<file path="src/rtl/npu_seq_pkg.sv">
// npu_seq_pkg: shared FSM states and result-entry layout for npu_job_sequencer.
// Build option NPU_SEQ_CYCLE_COUNT_EN adds a latency field to every result entry.
package npu_seq_pkg;

    typedef enum logic [2:0] {
        S_IDLE,
        S_NRST,
        S_GAP,
        S_START,
        S_RUN,
        S_PUSH
    } state_t;

`ifdef NPU_SEQ_CYCLE_COUNT_EN
    localparam bit CYC_EN = 1'b1;
`else
    localparam bit CYC_EN = 1'b0;
`endif

    // Entry layout, LSB first: class, timeout flag, optional cycle count.
    function automatic int entry_w(input int class_w, input int tmo_w);
        return class_w + 1 + (CYC_EN ? tmo_w : 0);
    endfunction

    function automatic int to_bit(input int class_w);
        return class_w;
    endfunction

    function automatic int cyc_lsb(input int class_w);
        return class_w + 1;
    endfunction

endpackage

</file>
<file path="src/rtl/npu_result_fifo.sv">
// npu_result_fifo: synchronous first-word-fall-through FIFO with full/empty/count.
module npu_result_fifo #(
    parameter int WIDTH = 8,
    parameter int DEPTH = 8
) (
    input  logic                     clk,
    input  logic                     rst,
    input  logic                     push,
    input  logic [WIDTH-1:0]         din,
    input  logic                     pop,
    output logic [WIDTH-1:0]         dout,
    output logic                     full,
    output logic                     empty,
    output logic [$clog2(DEPTH):0]   count
);

    localparam int AW = $clog2(DEPTH);

    logic [WIDTH-1:0] mem [DEPTH];
    logic [AW-1:0]    wp;
    logic [AW-1:0]    rp;
    logic             do_push;
    logic             do_pop;

    assign empty   = count == '0;
    assign full    = count == (AW+1)'(DEPTH);
    assign do_pop  = pop && !empty;
    assign do_push = push && (!full || do_pop);
    assign dout    = mem[rp];

    // Storage carries no reset; only entries behind the count are ever presented.
    always_ff @(posedge clk) begin
        if (do_push) mem[wp] <= din;
    end

    // Pointer and occupancy bookkeeping; pointers wrap naturally at DEPTH.
    always_ff @(posedge clk) begin
        if (rst) begin
            wp    <= '0;
            rp    <= '0;
            count <= '0;
        end else begin
            wp    <= wp + AW'(do_push);
            rp    <= rp + AW'(do_pop);
            count <= count + (AW+1)'(do_push) - (AW+1)'(do_pop);
        end
    end

endmodule

</file>
<file path="src/rtl/npu_job_sequencer.sv">
// npu_job_sequencer: per-job NPU reset/start handshake, watchdog and result queue.
// Build option NPU_SEQ_CYCLE_COUNT_EN stores start->result latency in res_cycles.
module npu_job_sequencer
    import npu_seq_pkg::*;
#(
    parameter int RST_CYCLES  = 2,
    parameter int START_DELAY = 2,
    parameter int CLASS_W     = 4,
    parameter int RES_DEPTH   = 8,
    parameter int TMO_W       = 16
) (
    input  logic               clk,
    input  logic               rst,
    input  logic               cmd_valid,
    output logic               cmd_ready,
    input  logic [TMO_W-1:0]   tmo_limit,
    output logic               npu_rst,
    output logic               npu_start,
    input  logic               npu_input_taken,
    input  logic               npu_valid_out,
    input  logic [CLASS_W-1:0] npu_class,
    output logic               res_valid,
    input  logic               res_ready,
    output logic [CLASS_W-1:0] res_class,
    output logic               res_timeout,
    output logic [TMO_W-1:0]   res_cycles,
    output logic               busy,
    output logic [15:0]        job_count
);

    localparam int          EW       = entry_w(CLASS_W, TMO_W);
    localparam int          TO       = to_bit(CLASS_W);
    localparam logic [15:0] RST_LAST = 16'(RST_CYCLES - 1);
    localparam logic [15:0] GAP_LAST = 16'(START_DELAY - 1);

    state_t                     state;
    logic [15:0]                phase;
    logic [TMO_W-1:0]           wd;
    logic [TMO_W-1:0]           limit;
    logic [CLASS_W-1:0]         class_q;
    logic                       timeout_q;
    logic                       wd_hit;
    logic                       run_done;
    logic                       job_end;
    logic [EW-1:0]              entry;
    logic [EW-1:0]              head;
    logic                       full;
    logic                       empty;
    logic [$clog2(RES_DEPTH):0] res_count;

    assign wd_hit      = (limit != '0) && (wd == limit);
    assign run_done    = (state == S_RUN) && npu_valid_out;
    assign job_end     = run_done || ((state == S_START || state == S_RUN) && wd_hit);
    assign cmd_ready   = (state == S_IDLE) && !full;
    assign busy        = state != S_IDLE;
    assign res_valid   = !empty;
    assign res_class   = head[CLASS_W-1:0];
    assign res_timeout = head[TO];

    // Job sequencing: reset pulse, settle gap, start handshake, then result or watchdog.
    always_ff @(posedge clk) begin
        if (rst) begin
            state     <= S_IDLE;
            npu_rst   <= 1'b1;
            npu_start <= 1'b0;
            phase     <= '0;
            wd        <= '0;
            limit     <= '0;
            class_q   <= '0;
            timeout_q <= 1'b0;
            job_count <= '0;
        end else begin
            case (state)
                S_IDLE: begin
                    npu_rst <= cmd_valid && cmd_ready;
                    if (cmd_valid && cmd_ready) begin
                        state <= S_NRST;
                        phase <= '0;
                        limit <= tmo_limit;
                    end
                end
                S_NRST: begin
                    phase <= (phase == RST_LAST) ? '0 : phase + 16'd1;
                    if (phase == RST_LAST) begin
                        npu_rst <= 1'b0;
                        if (START_DELAY == 0) begin
                            state     <= S_START;
                            npu_start <= 1'b1;
                            wd        <= '0;
                        end else begin
                            state <= S_GAP;
                        end
                    end
                end
                S_GAP: begin
                    phase <= phase + 16'd1;
                    if (phase == GAP_LAST) begin
                        state     <= S_START;
                        npu_start <= 1'b1;
                        wd        <= '0;
                    end
                end
                S_START, S_RUN: begin
                    wd <= wd + TMO_W'(1);
                    if (run_done) begin
                        state     <= S_PUSH;
                        class_q   <= npu_class;
                        timeout_q <= 1'b0;
                    end else if (wd_hit) begin
                        state     <= S_PUSH;
                        npu_start <= 1'b0;
                        class_q   <= '0;
                        timeout_q <= 1'b1;
                    end else if (state == S_START && npu_input_taken) begin
                        state     <= S_RUN;
                        npu_start <= 1'b0;
                    end
                end
                S_PUSH: begin
                    state     <= S_IDLE;
                    job_count <= job_count + 16'd1;
                end
                default: state <= S_IDLE;
            endcase
        end
    end

`ifdef NPU_SEQ_CYCLE_COUNT_EN
    logic [TMO_W-1:0] cycles_q;

    // Snapshot the watchdog count on the cycle the job ends.
    always_ff @(posedge clk) begin
        if (rst) cycles_q <= '0;
        else if (job_end) cycles_q <= wd;
    end

    assign entry      = {cycles_q, timeout_q, class_q};
    assign res_cycles = head[cyc_lsb(CLASS_W) +: TMO_W];
`else
    assign entry      = {timeout_q, class_q};
    assign res_cycles = '0;
`endif

    npu_result_fifo #(
        .WIDTH (EW),
        .DEPTH (RES_DEPTH)
    ) u_fifo (
        .clk   (clk),
        .rst   (rst),
        .push  (state == S_PUSH),
        .din   (entry),
        .pop   (res_ready),
        .dout  (head),
        .full  (full),
        .empty (empty),
        .count (res_count)
    );

    // Only one job is ever in flight and acceptance needed a free slot, so PUSH never sees a full queue.
    assert property (@(posedge clk) disable iff (rst) (state == S_PUSH) |-> (int'(res_count) < RES_DEPTH));

endmodule

</file>
<file path="config.mk">
export PLATFORM = sky130hd
export DESIGN_NAME = npu_job_sequencer
export DESIGN_NICKNAME = d
export VERILOG_FILES = /design/src/rtl/npu_seq_pkg.sv /design/src/rtl/npu_result_fifo.sv /design/src/rtl/npu_job_sequencer.sv
export SDC_FILE = /design/constraint.sdc
export NUM_CORES = 1
export LEC_CHECK = 0
export CORE_ASPECT_RATIO = 0.6
export CORE_MARGIN = 1
export CORE_UTILIZATION = 40
export CTS_BUF_LIST = sky130_fd_sc_hd__clkbuf_8
export CTS_CLUSTER_SIZE = 8
export DETAILED_ROUTE_END_ITERATION = 16
export PLACE_DENSITY = 0.71
export REMOVE_ABC_BUFFERS = 1
export SLEW_MARGIN = 20
export SYNTH_ARGS = -nofsm -noshare
export SYNTH_HDL_FRONTEND = slang
export SYNTH_SLANG_ARGS = --single-unit
</file>
<file path="constraint.sdc">
create_clock -name clk -period 4.6 [get_ports clk]
set_input_delay 0.46 -clock clk [delete_from_list [all_inputs] [get_ports clk]]
set_output_delay 0.46 -clock clk [all_outputs]
set_load 0.01 [all_outputs]
</file>
After elaboration in Yosys (flattened, before gate mapping)
Memories as Yosys holds them, arrays and structs flattened. A register that Yosys moved wholly into a read port is not among the register bits.
Cells that the tools add are included.
{ "totals": {"regBits": 84, "wordCells": 86, "inputBits": 26, "n_memories": 1, "mem_bits_rw": 40} }
{ "classes": {"add_sub_neg": 7, "mux": 26, "n_eq_ne": 14, "n_reduce_logical": 26} }
{ "mem_list": {"columns": ["name", "words", "word_bits", "rd", "rd_clocked_by_memory_dff", "write_ports", "line_no", "source"], "rows": [
  ["u_fifo.mem", 8, 5, 1, 1, 1, "npu_result_fifo.sv:19", "logic [WIDTH-1:0] mem [DEPTH];"]
]} }
{ "ops": {"columns": ["op", "count"], "rows": [
  ["$add A16 B1 Y16 const B", 3],
  ["$mux W16", 3],
  ["$pmux W16 S3", 1],
  ["$pmux W16 S2", 1],
  ["$mux W3", 7],
  ["$eq A16 B1 Y1 const B", 1],
  ["$eq A16 B16 Y1", 1],
  ["$reduce_bool A16 Y1", 1],
  ["$pmux W3 S4", 1],
  ["$reduce_and A2 Y1", 5],
  ["$mux W1", 9],
  ["$mux W4", 2],
  ["$reduce_and A4 Y1", 2],
  ["$logic_and A1 B1 Y1", 7],
  ["$add A3 B1 Y3", 2],
  ["$eq A3 B2 Y1 const B", 2],
  ["$eq A3 B3 Y1 const B", 2],
  ["$ne A2 B2 Y1 const B", 3],
  ["$reduce_bool A2 Y1", 3],
  ["$reduce_bool A3 Y1", 2],
  ["$add A4 B1 Y4", 1],
  ["$eq A4 B4 Y1 const B", 1],
  ["$logic_not A4 Y1", 1],
  ["$ne A4 B4 Y1 const B", 1],
  ["9 further kinds", 11]
]} }

Longest topological paths before layout
Gate-level depths: netlist of the first run.
{ "logic_depth": {"ltp_word": 7, "ltp_mapped": 11, "ltp_nobuf": 11} }

Hierarchy
A second synthesis of the first run with hierarchy kept.
{ "hier_totals": {"cells_unflattened": 547, "hier_area_um2": 5801.8} }
{ "modules_own_cells": {"columns": ["mod", "instances", "area_per_inst_um2", "seq_area_each_um2", "cells_per_inst"], "rows": [
  ["npu_job_sequencer", 1, 3656.0, 1481.4, 426],
  ["npu_result_fifo", 1, 2145.8, 1401.3, 121]
]} }

Worst setup path after synthesis of the first run
Ideal clock, no wire load.
{ "synth_timing": {"path_type": "reg-to-reg", "startpoint": "reg u_fifo.count[2]", "endpoint": "reg u_fifo.count[2]", "arrival_time_ns": 1.886, "required_ns": 4.472, "setup_time_ns": 0.128, "stages_incl_launch_ff": 12, "path_slack_ns": 2.587, "path_cell_list": "dfxtp_1 > inv_1 > ha_1 > nand3_1 > and2_1 > ha_1 > inv_1 > ha_1 > inv_1 > fa_1 > xor2_1 > nor2_1"} }
{ "synth_via": {"elab_chain_len": 7, "word_cells_on_any_way": 9} }
{ "synth_lines": {"columns": ["element", "line_no", "source"], "rows": [
  ["start, declared", "npu_result_fifo.sv:14", "output logic [$clog2(DEPTH):0] count"],
  ["start signal, assigned", "npu_result_fifo.sv:45", "count <= count + (AW+1)'(do_push) - (AW+1)'(do_pop);"],
  ["$logic_not A4 Y1 (*)", "npu_result_fifo.sv:25", "assign empty = count == '0;"],
  ["$logic_not A1 Y1 (*)", null, null],
  ["via res_valid", "npu_job_sequencer.sv:22", "output logic res_valid,"],
  ["$logic_and A1 B1 Y1 (*)", "npu_result_fifo.sv:27", "assign do_pop = pop && !empty;"],
  ["$logic_or A1 B1 Y1", "npu_result_fifo.sv:28", "assign do_push = push && (!full || do_pop);"],
  ["$logic_and A1 B1 Y1", "npu_result_fifo.sv:28", null],
  ["$add A4 B1 Y4", "npu_result_fifo.sv:45", null],
  ["$sub A4 B1 Y4 (*)", "npu_result_fifo.sv:45", null]
]} }
The timed path passes the listed nets; every way through them passes the cells marked *.
A chain may end at the register's enable or synchronous reset.

==> flow_results.org, run 1 <==
** Status
- The run finished with clean final reports.

** Yosys
- Flops & latches, synth :: 124
- Share of Yosys cell area claimed by the top area cell type :: 29.7%
- Among all flip-flop cells after synthesis, the most frequent one is dfxtp_1.
- Count of unique library cells instantiated by Yosys :: 55
- Summing every instance area after synthesis gives 0.00566 mm².
- Post-synthesis sequential area ratio :: 50.9%
- Of all flip-flops after synthesis, the portion carrying an async set or reset was 0%.
- Most common library cells after synthesis :: 84 x dfxtp_1, 70 x nor2_1, 61 x nand2_1, 40 x edfxtp_1, 38 x xor2_1
- EDFF count, synth :: 40
- Count of mapped cells out of synthesis :: 550
- Each instance of the synthesized netlist takes up on average 10.3 µm².
- During synthesis, Yosys emitted a total of 0 warnings.
- Ranking of synthesized cells by area :: dfxtp_1 30%, edfxtp_1 21%, xor2_1 5.9%, nor2_1 4.6%, nand2_1 4.0%
- Among all cell types in the netlist, the one instantiated most often is dfxtp_1.
- Leading area contributor after synthesis :: dfxtp_1

** Cells and area
- Antenna diodes :: 0
- In the final design database the tool counted 644 nets.
- Summing all multi-input logic gate instances after layout gives 0.00257 mm².
- Non-filler instance count after layout :: 808
- The filler cells instantiated in the layout total 1,223.
- Final design instance area without fill :: 0.00671 mm²
- Register area :: 0.00288 mm²
- Synthesis-to-layout area growth :: 18.5%
- The post-route netlist has 10.1% of its cells at a drive strength greater than 1.

** Min path
- Hold Crit Start :: rst
- Hold Path Depth :: 2
- Hold Path Sink :: job_count[15]
- Class of the tightest hold or removal check :: input port to flip-flop

** STA
- The final number of max-transition violations came to 0.
- The worst path uses 65.8% of the clock period.
- Final number of setup-violating endpoints :: 0
- Summed over all failing endpoints, the final setup total negative slack is 0 ns.
- Timing would allow up to 0.331 GHz.
- For the finished layout, the period the worst path requires is 3.03 ns.
- Headroom to the max-slew limit came out at 46.9%.
- Setup skew after layout :: 0.0116 ns
- Unrepaired setup endpoints after global routing :: no
- Final-report hold violation count :: 0
- At the pin with the least slew margin, the transition time is 0.790 ns.

** Placement
- Number of cells in the design after placement :: 776
- Once placement finished, the instance area stood at 0.00627 mm².
- At the end of routability-driven placement, the weighted congestion stood at 0.842.
- Placed wire-length estimate after detailed placement :: 8.75 mm
- Input/output buffers :: 51

** Die
- In this run the horizontal extent of the chip is 156 µm.
- For this design the top-level I/O count stands at 68.
- Full die area :: 0.0147 mm²
- Core region area :: 0.0137 mm²
- DIE HEIGHT :: 94.2 µm
- In this run the core area contains 33 standard-cell rows.
- Effective utilization at floorplan :: 41.2%

** Worst setup path
- STA puts the critical path data arrival time at 2.57 ns.
- In this run the critical register-to-register path is captured at u_fifo.mem[1][2].
- The worst register-to-register path begins at state[2].
- Worst R2R Setup Slack :: 2.13 ns
- STA classifies the critical path startpoint as a flip-flop.
- Critical path start-end classification :: flip-flop to output port
- At the worst endpoint, the required time is 4.14 ns.
- The worst setup path is captured at an output port.
- Of all nets on the critical path, the largest fanout is 11.
- The worst register-to-register path has a depth of 4.

** Global route
- Number of global-route vias before repair :: 3,967
- Initial antenna violation count :: 0
- For this run the aggregate overflow at the end of global routing stands at 0.
- Pin count of the biggest net entering global routing :: 41
- Wire length of the first global-routing pass :: 19.9 mm
- GR Util All Layers :: 18.1%

** Route
- Summing over every cut layer, the via total after detailed routing is 4,062.
- Number of DRC markers after the initial detailed-route iteration :: 269
- The first detailed-routing pass ran for 5 iterations.
- Wire length after detailed routing :: 12.3 mm
- The count of nets left with antenna violations once routing finished came out at 0.
- Post-detailed-route via-to-cell ratio :: 5.03
- Total DRC errors in the routed layout :: 0
- Per-cell routed wire length :: 15.2 µm

** Clocking
- Number of cells upsized or downsized after cts :: 0
- Root cell of the clock tree :: clkbuf_8
- Clock tree synthesis found a total of 124 sinks.
- The number of hold buffers added after CTS was 0.
- TritonCTS built the clock tree.
- After clock tree synthesis, the setup repair step added 0 buffers.
- Num CTS Buffers :: 17
- Counting along the longest clock path gives a buffer depth of 2.
- Register clock-pin slew on the reported worst setup and hold paths :: 0.07 ns
- Insertion delay to the later sink of the worst-skew pair :: 0.43 ns
- H-tree levels :: 4

** Power
- Leakage dissipation :: 0.00246 µW
- Total chip power :: 3320 µW
- Peak supply drop :: 0.196 mV
- Power density cells :: 495 mW/mm²

** Flow run
- Reported max-cap violation count :: 0
routing by layer:
layer  up-vias  wire length, µm  global-route usage, %
li1       1979                -                      -
met1      1929             6270                   26.2
met2       143             5010                   25.6
met3        11              936                   5.72
met4         0               72                   4.82
met5         -                0                      0
critical path, stage by stage (launching register included):
cell and delay [ns]:
dfxtp_1 0.79, mux4_2 0.58, mux2_2 0.28, clkdlybuf4s50_1 0.48
layout by cell type (no fill, tap or decap), types with 2 or more instances in the layout:
master,instances
nor3b_1,3
xor2_1,38
clkinvlp_4,3
nor4_1,9
a211oi_1,3
mux2_2,5
clkbuf_8,17
a22oi_1,5
clkdlybuf4s50_1,50
nand3b_1,2
and4_1,3
nand3_1,15
nor2b_1,5
ha_1,14
xnor2_1,21
nand2b_1,7
conb_1,16
nor2_1,70
and3_1,9
and2_1,2
nand4_1,9
nand2_1,61
or2_2,3
buf_4,2
mux4_2,10
or3_1,6
dfxtp_1,84
a211o_1,2
clkinv_2,2
nor3_1,11
edfxtp_1,40
a21oi_1,33
o21ai_0,9
bufinv_16,5
inv_1,18
cell families after synthesis:
family | after synthesis | share of synthesized area (%)
AO/OA/AOI/OAI | 62 | 7.25
XOR/XNOR | 59 | 9.12
adder cells (fa/ha/maj) | 15 | 3.45
buffers and inverters | 50 | 4.73
flip-flops | 124 | 50.9
multiplexers | 15 | 4.97
other | 1 | 0.0662
AND/OR/NAND/NOR | 224 | 19.5
final cells by class:
type / instances / share of cell area [%]
timing repair buffer: 53 / 7.75
clock inverter: 15 / 3.07
tap: 192 / 3.58
clock buffer: 17 / 3.48
multi-input combinational: 391 / 38.3
sequential: 124 / 42.9
inverter: 16 / 0.895
worst max path at each step:
| stage | to | from | slack (ns) | depth (start not counted) |
|---|---|---|---|---|
| 6_report | res_class[1] | u_fifo.rp[0] | 1.57 | 3 |
| 5_1_grt | res_class[0] | u_fifo.rp[0] | 1.40 | 3 |
| 4_1_cts | res_class[1] | u_fifo.rp[0] | 1.50 | 3 |
| 3_5_place_dp | res_class[1] | u_fifo.rp[0] | 2.00 | 3 |
| 3_3_place_gp | res_class[1] | u_fifo.rp[0] | 2.03 | 3 |
| 2_1_floorplan | u_fifo.count[2] | u_fifo.count[2] | 2.60 | 11 |
through the flow:
stage | hold slack, ns | util [%] | setup WS (ns)
2_1_floorplan | 0.455 | - | 2.60
3_3_place_gp | 0.477 | 45.6 | 2.03
3_5_place_dp | 0.486 | 45.6 | 2.00
4_1_cts | 0.364 | 48.8 | 1.50
5_1_grt | 0.393 | 48.8 | 1.40
6_report | 0.393 | 48.8 | 1.57
where the power goes:
group          internal [µW]  leakage (µW)  switching, µW
Sequential              1230       0.00105            147
Combinational            427       0.00118            449
Clock                    635      0.000223            431
state kept, by name, indices dropped and copies added (netlist names):
name,cells
npu_start,1
wd,16
phase,16
timeout_q,1
npu_rst,1
u_fifo.rp,3
u_fifo.count,4
job_count,16
state,3
limit,16
u_fifo.wp,3
class_q,4
u_fifo.mem,40
(Power assumes the default switching activity.)
==> run 2, diff against run 1 <==
--- a/config.mk
+++ b/config.mk
@@ -11,7 +11,7 @@
 export CTS_BUF_LIST = sky130_fd_sc_hd__clkbuf_8
 export CTS_CLUSTER_SIZE = 8
 export DETAILED_ROUTE_END_ITERATION = 16
-export PLACE_DENSITY = 0.71
+export PLACE_DENSITY = 0.74
 export REMOVE_ABC_BUFFERS = 1
 export SLEW_MARGIN = 20
 export SYNTH_ARGS = -nofsm -noshare
==> constraint.sdc (replaced) <==
create_clock -name clk -period 2.5 [get_ports clk]
set_input_delay 0.25 -clock clk [delete_from_list [all_inputs] [get_ports clk]]
set_output_delay 0.25 -clock clk [all_outputs]
set_load 0.01 [all_outputs]
==> run 2 against run 1 <==
Net effect: worst setup slack got worse by 1.4 ns; routed wire length increased by 1.8%; count of clock-buffer cells in the layout unchanged; final cell count increased by 1.7%; die area unchanged; hold slack got worse by 0.17 ns; first-iteration DRC count decreased by 1.1%; total power increased by 78%; largest cell class unchanged; largest power group unchanged; highest routed layer unchanged.
==> flow_results.org, run 2 (synthesis results as in run 1) <==
** Power
- VDD sags by at most 0.353 mV.
- Power density cells :: 872 mW/mm²
- Leakage dissipation :: 0.00253 µW

** Global route
- Global routing finished with a remaining overflow of 0.
- Initial antenna violation count :: 0
- Number of global-route vias before repair :: 4,128
- GR Util All Layers :: 18.3%
- Entering global routing, the biggest net connects 25 pins.
- The first global-routing pass estimated 20.5 mm of wire.

** STA
- For the final database, setup skew stands at 0.0128 ns.
- Least-Margin Pin Slew :: 0.723 ns
- Share of the clock period used by the worst path :: 91.7%
- In this run the tightest slew margin relative to its limit is 51.8%.
- Setup repair after global routing left no endpoint under its margin.
- After routing, the total negative slack on setup checks comes to 0 ns.
- Maximum clock rate :: 0.436 GHz
- Post-layout minimum cycle time :: 2.29 ns
- Setup violations remaining at the end of the flow were counted as 0.
- Final-report hold violation count :: 0
- Total count of max-transition violations in the final report :: 0

** Worst setup path
- Critical Path Fanout Max :: 10
- Critical path start-end classification :: flip-flop to output port
- For the worst setup path, the data arrival time is 2.04 ns.
- STA puts the critical path data required time at 2.25 ns.
- Critical Path, Cell by Cell :: buf_12 -> mux4_2 -> mux2_2 -> dlygate4sd2_1
- Setup crit start :: u_fifo.rp[0]
- Crit-path slowest cell :: mux4_2
- STA classifies the critical path endpoint as an output port.
- R2R depth :: 7
- For this run, the slowest stage of the critical path takes 0.52 ns.
- Crit start category :: flip-flop
- Worst flop-to-flop path startpoint :: state[0]

** Cells and area
- Leaving out filler cells and counting taps, the final layout contains 822.
- For this run, the post-layout net count is 658.
- Once layout is done, the placed cells without fillers occupy 0.00678 mm².
- Flip-flop count of the largest register, all copies and words added :: 40
- Of the cells placed in the final design, the portion with a size suffix greater than 1 is 13.2%.
- Leading cell type in the layout, fill and taps excluded :: dfxtp_1
- Synthesis-to-layout area growth :: 19.6%
- Cells fill 49.3% of the core in the end.
- Leading cell types in the layout, fill and taps excluded :: 82 x dfxtp_1, 69 x nor2_1, 61 x nand2_1
- The number of antenna diodes in the final layout is 0.
- Counting flops per register, the top entry is u_fifo.mem.

** Route
- For this block, the initial DRC count from the detailed router was 266.
- After detailed routing, the number of remaining DRC violations is 0.
- The first detailed-routing pass ran for 5 iterations.
- Remaining antenna violation count after routing :: 0
- Detailed-route via count :: 4,161
- In the routed layout, each cell is associated on average with a via count of 5.06.
- After detailed routing, the total wire length is 12.5 mm.
- Per-cell routed wire length :: 15.2 µm

** Die
- Effective utilization at floorplan :: 41.2%
- The floorplan has 33 rows.
- Measured along the x axis, the die boundary spans 156 µm.
- DIE HEIGHT :: 94.2 µm
- Core region area :: 0.0137 mm²
- Number of top-level pins :: 68
- Full die area :: 0.0147 mm²

** Min path
- Hold Crit Start :: rst
- Hold Path Depth :: 2
- Class of the tightest hold or removal check :: input port to flip-flop

** Clocking
- Insertion delay to the later sink of the worst-skew pair :: 0.43 ns
- In this run the number of H-tree levels came out at 4.
- Count of clock tree sinks :: 124
- Num CTS Buffers :: 17
- Number of buffers on the longest clock path :: 2
- TritonCTS clock tree :: done
- In this run the clock root is driven by a clkbuf_8.
- Clock-pin slew was measured on the worst setup and hold paths at 0.08 ns.

** Placement
- Input and output buffers added on the ports amount to 51.
- Routability-driven placement finished with a final weighted congestion of 0.850.
- Placed wire-length estimate after detailed placement :: 9.02 mm
- After detailed placement, the total cell area comes to 0.00638 mm².
- Including well taps, the total number of placed cells is 790.

** Flow run
- Reported max-cap violation count :: 0

** Status
- Run status :: completed
[run 2: timing repair]
item	in CTS	in global routing
setup endpoints to repair	5	4
setup buffers	0	0
gates resized for setup	6	4
hold buffers	0	0
[run 2: layout make-up]
type / instances / area [µm²]
fillers: 1233 / 6970
flip-flops and latches: 124 / 2890
multi-input cells: 391 / 2570
repair buffers: 67 / 647
well taps: 192 / 240
clock buffers: 17 / 234
clock inverters: 15 / 138
inverters: 16 / 60.1
[run 2: final timing paths]
path                          end  slack, ns
setup / recovery     res_class[1]       0.21
hold / removal    u_fifo.count[1]       0.23
setup reg to reg  u_fifo.count[2]       0.29
hold reg to reg          limit[2]       0.48
[run 2: critical path: cells and delay by family, from the launching register on]
kind                   cells  cell delay (ns)
DFF                        1             0.37
buffers and inverters      2             0.45
muxes                      2             0.80
[run 2: per-layer routing]
metal	GRT usage [%]	wire length, µm	part of all wire (%)	up-vias
met2	27.8	5400	43	119
met3	4.75	725	5.8	6
met1	25.7	6320	50	2015
met5	0	0	0	-
li1	-	-	-	2021
met4	4.41	69	0.55	0
[run 2: stage by stage]
step	setup WS [ns]	power (µW)	hold slack, ns
2_1_floorplan	0.500	3630	0.317
3_3_place_gp	0.401	4170	0.474
3_5_place_dp	0.281	4260	0.473
4_1_cts	0.0168	5940	0.203
5_1_grt	0.0862	6250	0.235
6_report	0.208	5910	0.225
[run 2: power by group]
group	total [µW]	switching [µW]	internal [µW]
clock	1660	861	797
combinational	1750	909	839
sequential	2500	235	2270
